--- config.mk ---
export PLATFORM = sky130hd
export DESIGN_NAME = spi_master_arbiter
export DESIGN_NICKNAME = d
export VERILOG_FILES = /design/src/rtl/spi_pkg.sv /design/src/rtl/rr_pick.sv /design/src/rtl/spi_master_arbiter.sv
export SDC_FILE = /design/constraint.sdc
export NUM_CORES = 1
export LEC_CHECK = 0
export CORE_UTILIZATION = 49
export DETAILED_ROUTE_END_ITERATION = 8
export GPL_ROUTABILITY_DRIVEN = 0
export PLACE_DENSITY = 0.91
export SLEW_MARGIN = 20
export SYNTH_ARGS = -nofsm -noshare
export SYNTH_HDL_FRONTEND = slang
export SYNTH_HIERARCHICAL = 1
export SYNTH_SLANG_ARGS = --single-unit
--- constraint.sdc ---
create_clock -name Clk -period 4.5 [get_ports Clk]
set_input_delay 0.675 -clock Clk [delete_from_list [all_inputs] [get_ports Clk]]
set_output_delay 0.675 -clock Clk [all_outputs]
set_load 0.05 [all_outputs]
--- src/rtl/spi_pkg.sv ---
// Shared state encoding and sizing helpers for the SPI master arbiter.
package spi_pkg;

   localparam int DEFAULT_DATA_WIDTH = 8;

   typedef enum logic [2:0] {
      IDLE,
      SELECT,
      LAUNCH,
      WAIT_BUSY,
      WAIT_DONE,
      END
   } state_t;

   // Ceiling log2, never less than 1 so it can size a counter or pointer.
   function automatic int clog2(input int n);
      int w = 1;
      while ((1 << w) < n) w++;
      return w;
   endfunction

endpackage

--- src/rtl/rr_pick.sv ---
// Combinational round-robin picker: first set request at or above ptr, with wrap.
module rr_pick import spi_pkg::*; #(
   parameter int N  = 4,
   parameter int PW = clog2(N)
) (
   input  logic [N-1:0]  req,
   input  logic [PW-1:0] ptr,
   output logic [N-1:0]  grant,
   output logic          any_req
);

   logic [PW:0] idx;
   logic        found;

   // NOTE: every output of this block gets a default first, so no path infers a latch.
   always_comb begin
      grant = '0;
      found = 1'b0;
      idx   = '0;
      for (int off = 0; off < N; off++) begin
         idx = {1'b0, ptr} + (PW+1)'(off);
         if (idx >= (PW+1)'(N)) idx = idx - (PW+1)'(N);
         if (!found && req[idx[PW-1:0]]) begin
            grant[idx[PW-1:0]] = 1'b1;
            found              = 1'b1;
         end
      end
   end

   assign any_req = |req;

endmodule

--- src/rtl/spi_master_arbiter.sv ---
// Round-robin arbiter sharing one SPI master among NUM_REQ requesters,
// holding the grant and that requester's chip-select for a whole burst.
module spi_master_arbiter import spi_pkg::*; #(
   parameter int NUM_REQ      = 4,
   parameter int DATA_WIDTH   = DEFAULT_DATA_WIDTH,
   parameter int BUSY_TIMEOUT = 16,
   parameter int CS_GAP       = 2
) (
   input  logic                          Clk,
   input  logic                          Reset,
   input  logic [NUM_REQ-1:0]            ReqValid,
   input  logic [NUM_REQ-1:0]            ReqLast,
   input  logic [NUM_REQ*DATA_WIDTH-1:0] ReqData,
   output logic [NUM_REQ-1:0]            ReqReady,
   output logic [NUM_REQ-1:0]            RspValid,
   output logic [DATA_WIDTH-1:0]         RspData,
   output logic [NUM_REQ-1:0]            Grant,
   output logic [NUM_REQ-1:0]            CS_n,
   output logic                          Error,
   output logic                          MStart,
   output logic [DATA_WIDTH-1:0]         MTxData,
   input  logic                          MDone,
   input  logic [DATA_WIDTH-1:0]         MRxData
);

   localparam int PW = clog2(NUM_REQ);
   localparam int TW = clog2(BUSY_TIMEOUT);
   localparam int GW = clog2(CS_GAP + 1);

   state_t                state;
   logic [PW-1:0]         rr_ptr;
   logic [PW-1:0]         g_idx;
   logic [PW-1:0]         pick_idx;
   logic [NUM_REQ-1:0]    pick;
   logic                  any_req;
   logic [TW-1:0]         to_cnt;
   logic [GW-1:0]         gap_cnt;
   logic                  last_r;
   logic                  mdone_q;
   logic [DATA_WIDTH-1:0] sel_data;
   logic                  sel_valid;
   logic                  sel_last;

   rr_pick #(
      .N  (NUM_REQ),
      .PW (PW)
   ) u_pick (
      .req     (ReqValid),
      .ptr     (rr_ptr),
      .grant   (pick),
      .any_req (any_req)
   );

   always_comb begin
      pick_idx = '0;
      sel_data = '0;
      for (int i = 0; i < NUM_REQ; i++) begin
         if (pick[i])  pick_idx = PW'(i);
         if (Grant[i]) sel_data = ReqData[i*DATA_WIDTH +: DATA_WIDTH];
      end
   end

   assign sel_valid = |(ReqValid & Grant);
   assign sel_last  = |(ReqLast & Grant);

   // NOTE: all registered state uses non-blocking assignments so each flop sees pre-edge values.
   always_ff @(posedge Clk or posedge Reset) begin
      if (Reset) begin
         state    <= IDLE;
         Grant    <= '0;
         CS_n     <= '1;
         ReqReady <= '0;
         RspValid <= '0;
         RspData  <= '0;
         Error    <= 1'b0;
         MStart   <= 1'b0;
         MTxData  <= '0;
         rr_ptr   <= '0;
         g_idx    <= '0;
         to_cnt   <= '0;
         gap_cnt  <= '0;
         last_r   <= 1'b0;
         mdone_q  <= 1'b1;
      end else begin
         ReqReady <= '0;
         RspValid <= '0;
         Error    <= 1'b0;
         MStart   <= 1'b0;
         mdone_q  <= MDone;
         case (state)
            IDLE: begin
               if (gap_cnt != '0) begin
                  gap_cnt <= gap_cnt - 1'b1;
               end else if (MDone && any_req) begin
                  Grant <= pick;
                  g_idx <= pick_idx;
                  state <= SELECT;
               end
            end
            SELECT: begin
               CS_n  <= ~Grant;
               state <= LAUNCH;
            end
            LAUNCH: begin
               // The grant is kept while the owner stalls; other requesters wait.
               if (sel_valid) begin
                  MTxData  <= sel_data;
                  last_r   <= sel_last;
                  ReqReady <= Grant;
                  MStart   <= 1'b1;
                  to_cnt   <= '0;
                  state    <= WAIT_BUSY;
               end
            end
            WAIT_BUSY: begin
               if (!MDone) begin
                  state <= WAIT_DONE;
               end else if (to_cnt == TW'(BUSY_TIMEOUT - 1)) begin
                  Error <= 1'b1;
                  state <= END;
               end else begin
                  to_cnt <= to_cnt + 1'b1;
               end
            end
            WAIT_DONE: begin
               if (!mdone_q && MDone) begin
                  RspData  <= MRxData;
                  RspValid <= Grant;
                  state    <= last_r ? END : LAUNCH;
               end
            end
            END: begin
               CS_n    <= '1;
               Grant   <= '0;
               rr_ptr  <= (g_idx == PW'(NUM_REQ - 1)) ? '0 : g_idx + 1'b1;
               gap_cnt <= GW'(CS_GAP);
               state   <= IDLE;
            end
            default: state <= IDLE;
         endcase
      end
   end

endmodule
==> flow_summary_export.csv, run 1 <==
group,metric,value,unit
sta,tightest_slew,0.823,ns
critical_path,path_buf_inv,1,
global_routing,first_global_vias,2074,
sta,skew,0.00730,ns
critical_path,crit_path_end,"Grant[1]",
cells_and_area,antennaDiodeCount,0,
critical_path,required,3.83,ns
critical_path,slowest_delay,0.91,ns
logic_synthesis,synth_edf_count,0,
critical_path,worstSetupPathType,"reg -> out",
worst_hold_path,min_from,"MTxData[3]",
logic_synthesis,synth_top_family_by_area,"compound AO/OA/AOI/OAI gates",
cells_and_area,layout-drive-gt1-share,9.60,%
critical_path,r2r_cells,8,
sta,finalCritPeriodShare,57.3,%
critical_path,worstReg2RegStart,"rr_ptr[0]",
logic_synthesis,yosysSeqAreaShare,49.0,%
placed_design,hpwl,4300,µm
logic_synthesis,synth_top_cell_by_area,"dfrtp_1",
critical_path,path_max_fanout,14,
placed_design,port_buffers,84,
critical_path,crit_path_end_kind,"output pin",
detailed_routing,wl_met2,2990,µm
cells_and_area,final_cells,390,
clocking,cts-resized-gates,0,
critical_path,path_depth,1,
pwr,power_density,645,mW/mm²
global_routing,antenna_found_initial,0,
placed_design,dpl_worst_slack,1.69,ns
logic_synthesis,synth.distinct_cells,40,
logic_synthesis,synthCells,240,
logic_synthesis,syn_area,0.00252,mm²
sta,relSlewSlack,45.0,%
floorplanning,io_pins,85,
critical_path,r2r-end,"g_idx[0]",
cells_and_area,fillers,391,
outcome,outcome,"finished, final reports clean",
critical_path,crit_path_cell_trace,"clkdlybuf4s50_1",
logic_synthesis,synth_area_leaders,"dfrtp_1, dfstp_2, ha_1",
clocking,cts_setup_buffers,0,
critical_path,critPathLaunchType,"register",
sta,setup_tns,0,ns
critical_path,r2r_slack,2.01,ns
detailed_routing,postRouteAntennaNets,0,
clocking,cts-root-buf,"clkbuf_8",
logic_synthesis,yosysWarnings,6,
detailed_routing,vias_per_cell,5.50,
cells_and_area,areaGrowthSynthToFinish,38.7,%
logic_synthesis,yosys.area_share.simple,15.4,%
floorplanning,dieHeight,73.7,µm
floorplanning,design.core.area,0.00482,mm²
sta,rsz0062_at_grt,"no",
logic_synthesis,synthDominantCellAreaShare,43.8,%
cells_and_area,mostFrequentLayoutCell,"clkdlybuf4s50_1",
critical_path,arrival,1.90,ns
flow_run,drv_cap,0,
detailed_routing,wl_met1,2440,µm
global_routing,track_usage,22.4,%
detailed_routing,drc,0,
logic_synthesis,synth_fp_nets,300,
detailed_routing,drtPass1Iterations,4,
clocking,hold_buffers,0,
detailed_routing,met3_length,412,µm
global_routing,overflow,0,
clocking,cts_tree,"yes",
cells_and_area,layout.nets,382,
floorplanning,initial_core_util,52.2,%
clocking,clock_latency,0.31,ns
clocking,cts_buffers,5,
critical_path,path_delay_family,"buffers and inverters",
global_routing,grt_pass1_wl,9220,µm
floorplanning,chipWidth,73.7,µm
clocking,h-tree-depth,2,
sta,hold_viol,0,
logic_synthesis,synthArstFlopShare,100,%
detailed_routing,top_layer_used,"met4",
placed_design,dp.cells,382,
pwr,ir_worst_vdd,308,µV
critical_path,cp_slowest_cell,"clkdlybuf4s50_1",
logic_synthesis,synth-main-ff-cell,"dfrtp_1",
floorplanning,num_rows,25,
logic_synthesis,synthXorXnorAreaFrac,0,%
detailed_routing,vias,2145,
global_routing,grt_max_degree,50,
detailed_routing,post_drt_wl_per_cell,15.1,µm
cells_and_area,final_cell_mix,"clkdlybuf4s50_1, dfrtp_1, nand2_1",
sta,fmax,388,MHz
logic_synthesis,synth.area.mux_share,9.75,%
floorplanning,dieArea,0.00543,mm²
sta,fin_ws,1.92,ns
worst_hold_path,hold_class,"reg -> reg",
logic_synthesis,synth_fa_ha_area_share,4.48,%
logic_synthesis,synth_seq_cells,49,
clocking,clockBufferDepth,2,
critical_path,startpoint,"Grant[1]",
detailed_routing,drtIter0Drc,132,
clocking,path_clk_slew,0.09,ns
sta,setup_viol,0,
sta,drv_slew,0,
logic_synthesis,synth.avg_cell_area,10.5,µm²
clocking,cts.sinks,49,
sta,layout_min_cycle_time,2.58,ns
pwr,leakagePower,0.00148,µW
logic_synthesis,synth-compound-area-share,17.4,%
detailed_routing,wl,5900,µm
==> sequential cells by signal, summed over array words and instances (netlist names), 2 cells and up <==
signal	count
state	3
Grant	4
gap_cnt	2
CS_n	4
ReqReady	4
MTxData	8
to_cnt	4
g_idx	2
RspValid	4
RspData	8
rr_ptr	2
==> how the worst min path moves through the flow <==
| stage | end | cells past startpoint |
|---|---|---|
| final | MTxData[3] | 2 |
| after global routing | CS_n[2] | 2 |
| after global placement | MTxData[5] | 2 |
| after CTS | MTxData[3] | 2 |
| after floorplan | rr_ptr[0] | 1 |
| after detailed placement | MTxData[3] | 2 |
==> kinds of logic after synthesis <==
family / Yosys count
simple gates: 78
compound gates: 62
flops: 49
buf+inv: 24
mux: 18
fa+ha+maj: 9
==> stage by stage <==
step / total power, µW / hold slack (ns) / instance area, µm² / utilization [%]
finish: 2250 / 0.483 / 3490 / 72.5
global route: 2390 / 0.509 / 3490 / 72.5
global placement: 1940 / 0.460 / 3400 / 70.5
detailed placement: 1990 / 0.466 / 3400 / 70.5
floorplan: 1620 / 0.461 / 2520 / -
CTS: 2260 / 0.486 / 3490 / 72.4
==> cells in the mapped netlist, types with 3 or more instances <==
cell type / count
nand2_1: 29
dfrtp_1: 44
mux4_2: 3
a221o_1: 4
a221oi_1: 8
dfstp_2: 5
ha_1: 9
nor2_1: 28
inv_1: 14
mux2_2: 9
clkbuf_1: 4
buf_2: 3
nand3_1: 9
o22ai_1: 10
mux2i_1: 5
a22oi_1: 5
a21oi_1: 5
o31ai_1: 9
o21ai_0: 12
==> metal layers <==
metal | vias to the layer above | track usage [%]
met5 | - | 0
met4 | 0 | 7.26
met3 | 6 | 4.80
met2 | 75 | 40.2
met1 | 1021 | 26.7
li1 | 1043 | -
==> worst register-to-register path: stages (launching register included) <==
cell and delay [ns]:
dfrtp_1 0.61, inv_1 0.12, ha_1 0.34, mux4_2 0.40
nor4b_4 0.37, a221o_1 0.25, inv_1 0.05, a21oi_1 0.13
a21oi_1 0.08
==> area by class of cell <==
type	instances	area [µm²]	share of cell area, %
clock buffer	5	68.8	1.97
clock inverter	3	25.0	0.717
inverter	15	57.6	1.65
multi-input combinational	167	1180	33.9
sequential	49	1230	35.3
tap	67	83.8	2.40
timing repair buffer	84	841	24.1
==> report_power, final <==
group | switching, µW | leakage, µW | internal, µW
Clock | 154 | 0.0000452 | 113
Combinational | 748 | 0.000805 | 486
Sequential | 154 | 0.000631 | 597
Power figures use the tool's default switching activity.
==> run 2: changes to the inputs <==
--- a/config.mk
+++ b/config.mk
@@ -5,10 +5,10 @@
 export SDC_FILE = /design/constraint.sdc
 export NUM_CORES = 1
 export LEC_CHECK = 0
-export CORE_UTILIZATION = 49
+export CORE_UTILIZATION = 41
 export DETAILED_ROUTE_END_ITERATION = 8
 export GPL_ROUTABILITY_DRIVEN = 0
-export PLACE_DENSITY = 0.91
+export PLACE_DENSITY = 0.82
 export SLEW_MARGIN = 20
 export SYNTH_ARGS = -nofsm -noshare
 export SYNTH_HDL_FRONTEND = slang
==> constraint.sdc (replaced) <==
create_clock -name Clk -period 2.2 [get_ports Clk]
set_input_delay 0.33 -clock Clk [delete_from_list [all_inputs] [get_ports Clk]]
set_output_delay 0.33 -clock Clk [all_outputs]
set_load 0.05 [all_outputs]
==> flow_summary_export.csv, run 2 (synthesis gave the netlist of run 1 again) <==
group,metric,value,unit
clocking,cts.sinks,49,
sta,drv_slew,0,
clocking,hold_buffers,0,
critical_path,path_max_fanout,4,
floorplanning,dieHeight,80.3,µm
pwr,power_density,1320,mW/mm²
sta,finalCritPeriodShare,95.3,%
critical_path,worstReg2RegStart,"rr_ptr[0]",
critical_path,r2r_cells,9,
sta,relSlewSlack,59.6,%
clocking,h-tree-depth,2,
sta,tightest_slew,0.603,ns
floorplanning,design.core.area,0.00592,mm²
cells_and_area,multi_input_area,0.00120,mm²
detailed_routing,drtIter0Drc,117,
detailed_routing,drc,0,
floorplanning,io_pins,85,
detailed_routing,drtPass1Iterations,6,
global_routing,grt_max_degree,28,
critical_path,required,2.38,ns
global_routing,grt_pass1_wl,10200,µm
placed_design,port_buffers,84,
floorplanning,chipWidth,80.3,µm
critical_path,worstSetupPathType,"reg -> reg",
cells_and_area,mostFrequentLayoutCell,"clkdlybuf4s50_1",
clocking,cts-root-buf,"clkbuf_8",
sta,hold_viol,0,
clocking,path_clk_slew,0.09,ns
global_routing,overflow,0,
floorplanning,num_rows,28,
detailed_routing,vias_per_cell,5.43,
sta,fmax,477,MHz
placed_design,hpwl,4730,µm
detailed_routing,postRouteAntennaNets,0,
cells_and_area,fillers,486,
sta,layout_min_cycle_time,2.10,ns
clocking,cts_tree,"yes",
pwr,leakagePower,0.00158,µW
critical_path,critPathLaunchType,"register",
cells_and_area,areaGrowthSynthToFinish,46.4,%
outcome,outcome,"finished, final reports clean",
cells_and_area,fin_area,0.00368,mm²
critical_path,arrival,2.27,ns
critical_path,startpoint,"rr_ptr[0]",
global_routing,track_usage,20.7,%
cells_and_area,antennaDiodeCount,0,
detailed_routing,wl,6370,µm
floorplanning,dieArea,0.00645,mm²
pwr,finalPower,4860,µW
placed_design,post_dp_cell_area,0.00355,mm²
sta,setup_viol,0,
cells_and_area,reg_top3,"MTxData: 8 flops, RspData: 8 flops",
global_routing,antenna_found_initial,0,
detailed_routing,post_drt_wl_per_cell,15.3,µm
cells_and_area,final_cell_mix,"clkdlybuf4s50_1, dfrtp_1, nand2_1",
cells_and_area,seq_area,0.00123,mm²
cells_and_area,layout.nets,401,
clocking,clockBufferDepth,2,
sta,skew,0.00683,ns
cells_and_area,layout-drive-gt1-share,16.4,%
global_routing,first_global_vias,2175,
detailed_routing,vias,2266,
clocking,cts_buffers,5,
floorplanning,initial_core_util,42.5,%
worst_hold_path,hold_class,"in -> async",
pwr,ir_worst_vdd,737,µV
critical_path,crit_path_end_kind,"register",
clocking,clock_latency,0.30,ns
flow_run,drv_cap,0,
run 2: changes by cell type in the layout (fill, tap and decap cells not counted), sizes merged:
cell / previous run / this run
buf: 0 / 20
clkdlybuf4s50: 84 / 83
clkinvlp: 1 / 3
clkinv: 1 / 0
inv: 16 / 15
run 2: per-stage QoR:
step                hold slack [ns]  cells  utilization (%)  TNS (ns)  setup WS [ns]
finish                        0.382    417             62.2         0          0.104
global route                  0.435    417             62.2   -0.0239        -0.0239
CTS                           0.383    415             61.6         0         0.0139
detailed placement            0.465    406             60.0     -1.10         -0.186
global placement              0.460    406             60.0    -0.645         -0.116
floorplan                     0.334    240                -         0         0.0880
run 2: final cells by class:
cell class	count	share of cell area, %
clock inverter	3	0.611
timing repair buffer	103	27.4
inverter	15	1.53
multi-input combinational	167	32.5
clock buffer	5	1.87
tap	75	2.55
sequential	49	33.5
run 2: worst paths after layout:
check                      slack [ns]         end
min in group Clk                 0.48  MTxData[6]
setup / recovery                 0.10    Grant[3]
setup reg to reg                 0.10    Grant[3]
hold reg to reg                  0.48  MTxData[6]
max in group asynchronous        1.23     CS_n[0]
hold / removal                   0.38  RspData[4]
run 2: power breakdown:
part           leakage (µW)  total, µW  internal, µW  switching, µW
logic              0.000911       2830          1180           1650
clock network     0.0000364        520           223            297
registers          0.000628       1510          1220            283
total               0.00158       4860          2630           2230
run 2: worst max-delay path: stages, from the launching register on:
cell	delay (ns)
dfrtp_2	0.43
inv_1	0.12
ha_4	0.22
mux4_2	0.36
buf_4	0.17
nand2_1	0.05
o21ai_0	0.08
a221o_1	0.32
mux2i_1	0.17
nor2_1	0.06
run 2: timing repair:
action | in CTS | in global routing
gates cloned | 0 | 0
setup buffers | 1 | 2
endpoints found under the setup margin | 2 | 6
pin swaps | 0 | 3
hold endpoints to repair | 0 | 0
resized for setup | 0 | 5
run 2: metal layers:
metal  vias to the layer above  wire length, µm  part of all wire (%)  GRT usage, %
met1                      1065             2570                    40          25.5
met3                         9              497                   7.8          4.20
met2                       110             3210                    50          35.8
li1                       1082                -                     -             -
met5                         -                0                     0             0
met4                         0               94                   1.5          7.14
==> run 3: changes to the inputs <==
--- a/config.mk
+++ b/config.mk
@@ -5,10 +5,11 @@
 export SDC_FILE = /design/constraint.sdc
 export NUM_CORES = 1
 export LEC_CHECK = 0
-export CORE_UTILIZATION = 41
+export CORE_UTILIZATION = 52
 export DETAILED_ROUTE_END_ITERATION = 8
+export DONT_BUFFER_PORTS = 1
 export GPL_ROUTABILITY_DRIVEN = 0
-export PLACE_DENSITY = 0.82
+export PLACE_DENSITY = 0.76
 export SLEW_MARGIN = 20
 export SYNTH_ARGS = -nofsm -noshare
 export SYNTH_HDL_FRONTEND = slang
==> flow_summary_export.csv, run 3 (synthesis gave the netlist of run 1 again) <==
group,metric,value,unit
cells_and_area,fin_area,0.00276,mm²
detailed_routing,vias,1900,
pwr,combPwrFrac,39.8,%
critical_path,critPathLaunchType,"register",
critical_path,path_max_fanout,5,
floorplanning,num_rows,24,
cells_and_area,final_cell_mix,"dfrtp_1, nand2_1, nor2_1",
pwr,ir_worst_vdd,605,µV
cells_and_area,reg_top3,"MTxData: 8 flops, RspData: 8 flops",
pwr,swShare,48.9,%
clocking,h-tree-depth,2,
detailed_routing,drtPass1Iterations,4,
placed_design,post_dp_cell_area,0.00261,mm²
pwr,seq_power_share,47.8,%
global_routing,first_global_vias,1794,
cells_and_area,fin_util,61.3,%
floorplanning,dieArea,0.00512,mm²
critical_path,r2r_slack,0.08,ns
floorplanning,design.core.area,0.00450,mm²
sta,relSlewSlack,54.6,%
cells_and_area,fillers,356,
critical_path,cp_slowest_cell,"mux4_1",
cells_and_area,mostFrequentLayoutCell,"dfrtp_1",
clocking,cts_buffers,5,
critical_path,worstReg2RegStart,"rr_ptr[0]",
global_routing,antenna_found_initial,0,
pwr,finalPower,4300,µW
global_routing,grt-busiest-layer,"met2",
pwr,p_clk_share,12.4,%
global_routing,use_met2,35.3,%
cells_and_area,layout.nets,313,
sta,tightest_slew,0.681,ns
cells_and_area,layout-drive-gt1-share,19.3,%
sta,drv_slew,0,
pwr,leakagePower,0.00124,µW
sta,hold_viol,0,
clocking,clock_latency,0.30,ns
placed_design,dp.cells,293,
global_routing,gr-usage-met1,29.2,%
clocking,path_clk_slew,0.09,ns
critical_path,r2r-end,"g_idx[0]",
global_routing,track_usage,21.8,%
critical_path,arrival,2.29,ns
clocking,cts.sinks,49,
sta,fin_ws,0.0791,ns
worst_hold_path,hold_class,"in -> async",
cells_and_area,antennaDiodeCount,0,
sta,finalCritPeriodShare,96.4,%
flow_run,drv_cap,0,
detailed_routing,wl,5490,µm
critical_path,r2r_cells,7,
clocking,cts-root-buf,"clkbuf_8",
sta,layout_min_cycle_time,2.12,ns
critical_path,worstSetupPathType,"reg -> reg",
detailed_routing,vias_per_cell,6.21,
detailed_routing,post_drt_wl_per_cell,18.0,µm
critical_path,crit_path_cell_trace,"buf_4 -> mux4_1 -> nor4b_4 -> buf_4 -> a221o_1 -> a21oi_1 -> a21oi_1",
cells_and_area,seq_area,0.00123,mm²
detailed_routing,drtIter0Drc,137,
clocking,cts_tree,"yes",
placed_design,dpl_worst_slack,-0.0317,ns
detailed_routing,drc,0,
floorplanning,chipWidth,71.6,µm
global_routing,grt_pass1_wl,8560,µm
global_routing,grt_max_degree,34,
cells_and_area,areaGrowthSynthToFinish,9.80,%
critical_path,crit_path_end_kind,"register",
cells_and_area,multi_input_area,0.00120,mm²
global_routing,overflow,0,
global_routing,gr-usage-met3,5.49,%
floorplanning,initial_core_util,55.9,%
pwr,p_sw,2100,µW
placed_design,port_buffers,0,
outcome,outcome,"finished, final reports clean",
sta,fmax,472,MHz
pwr,power_density,1560,mW/mm²
placed_design,hpwl,3960,µm
cells_and_area,final_cells,306,
critical_path,required,2.37,ns
sta,setup_viol,0,
sta,skew,0.00597,ns
pwr,p_int,2200,µW
floorplanning,io_pins,85,
floorplanning,dieHeight,71.6,µm
clocking,clockBufferDepth,2,
critical_path,slowest_delay,0.57,ns
detailed_routing,postRouteAntennaNets,0,
run 3: through the flow:
step	TNS, ns	hold WS, ns
4_1_cts	0	0.00254
3_5_place_dp	-0.0317	0.335
3_3_place_gp	0	0.335
2_1_floorplan	0	0.334
6_report	0	0.00276
5_1_grt	-0.0130	0.0558
run 3: critical path, delay by kind of cell, from the launching register on:
| kind | cells | cell delay (ns) |
|---|---|---|
| buffers and inverters | 2 | 0.29 |
| AO/OA/AOI/OAI | 3 | 0.57 |
| AND/OR/NAND/NOR | 1 | 0.16 |
| flip-flops | 1 | 0.39 |
| multiplexers | 1 | 0.57 |
run 3: how the worst max path moves through the flow:
stage	start	cells after the start	slack (ns)	endpoint
after global routing	rr_ptr[0]	8	-0.007	g_idx[0]
after detailed placement	rr_ptr[1]	8	-0.03	g_idx[0]
after global placement	rr_ptr[1]	8	0.06	g_idx[0]
final	rr_ptr[0]	7	0.08	g_idx[0]
after floorplan	rr_ptr[0]	8	0.09	g_idx[0]
after CTS	rr_ptr[1]	8	0.02	g_idx[0]
run 3: final cells by class:
type	count	share of cell area (%)
inverters	15	2.04
clock inverters	3	0.770
flip-flops and latches	49	44.7
clock buffers	5	2.49
multi-input cells	167	43.5
repair buffers	15	4.17
well taps	52	2.36
run 3: per-layer routing:
metal / vias up / part of all wire [%]
li1: 908 / -
met1: 913 / 43
met2: 72 / 49
met3: 7 / 7.0
met4: 0 / 1.2
met5: - / 0
run 3: what timing repair did:
item,4_1_cts,5_1_grt
hold buffers,0,1
setup endpoints to repair,1,1
endpoints found under the hold margin,0,1
pin swaps,0,2
setup buffers,0,4
gates cloned,0,0
resized for setup,1,3
run 3: power by group through the flow:
| stage | Clock, µW | Combinational [µW] | Sequential (µW) |
|---|---|---|---|
| 6_report | 534 | 1710 | 2060 |
| 5_1_grt | 584 | 1920 | 2110 |
| 3_3_place_gp | 0 | 1560 | 2070 |
| 4_1_cts | 551 | 1620 | 2060 |
| 2_1_floorplan | 0 | 1220 | 2090 |
| 3_5_place_dp | 0 | 1620 | 2080 |
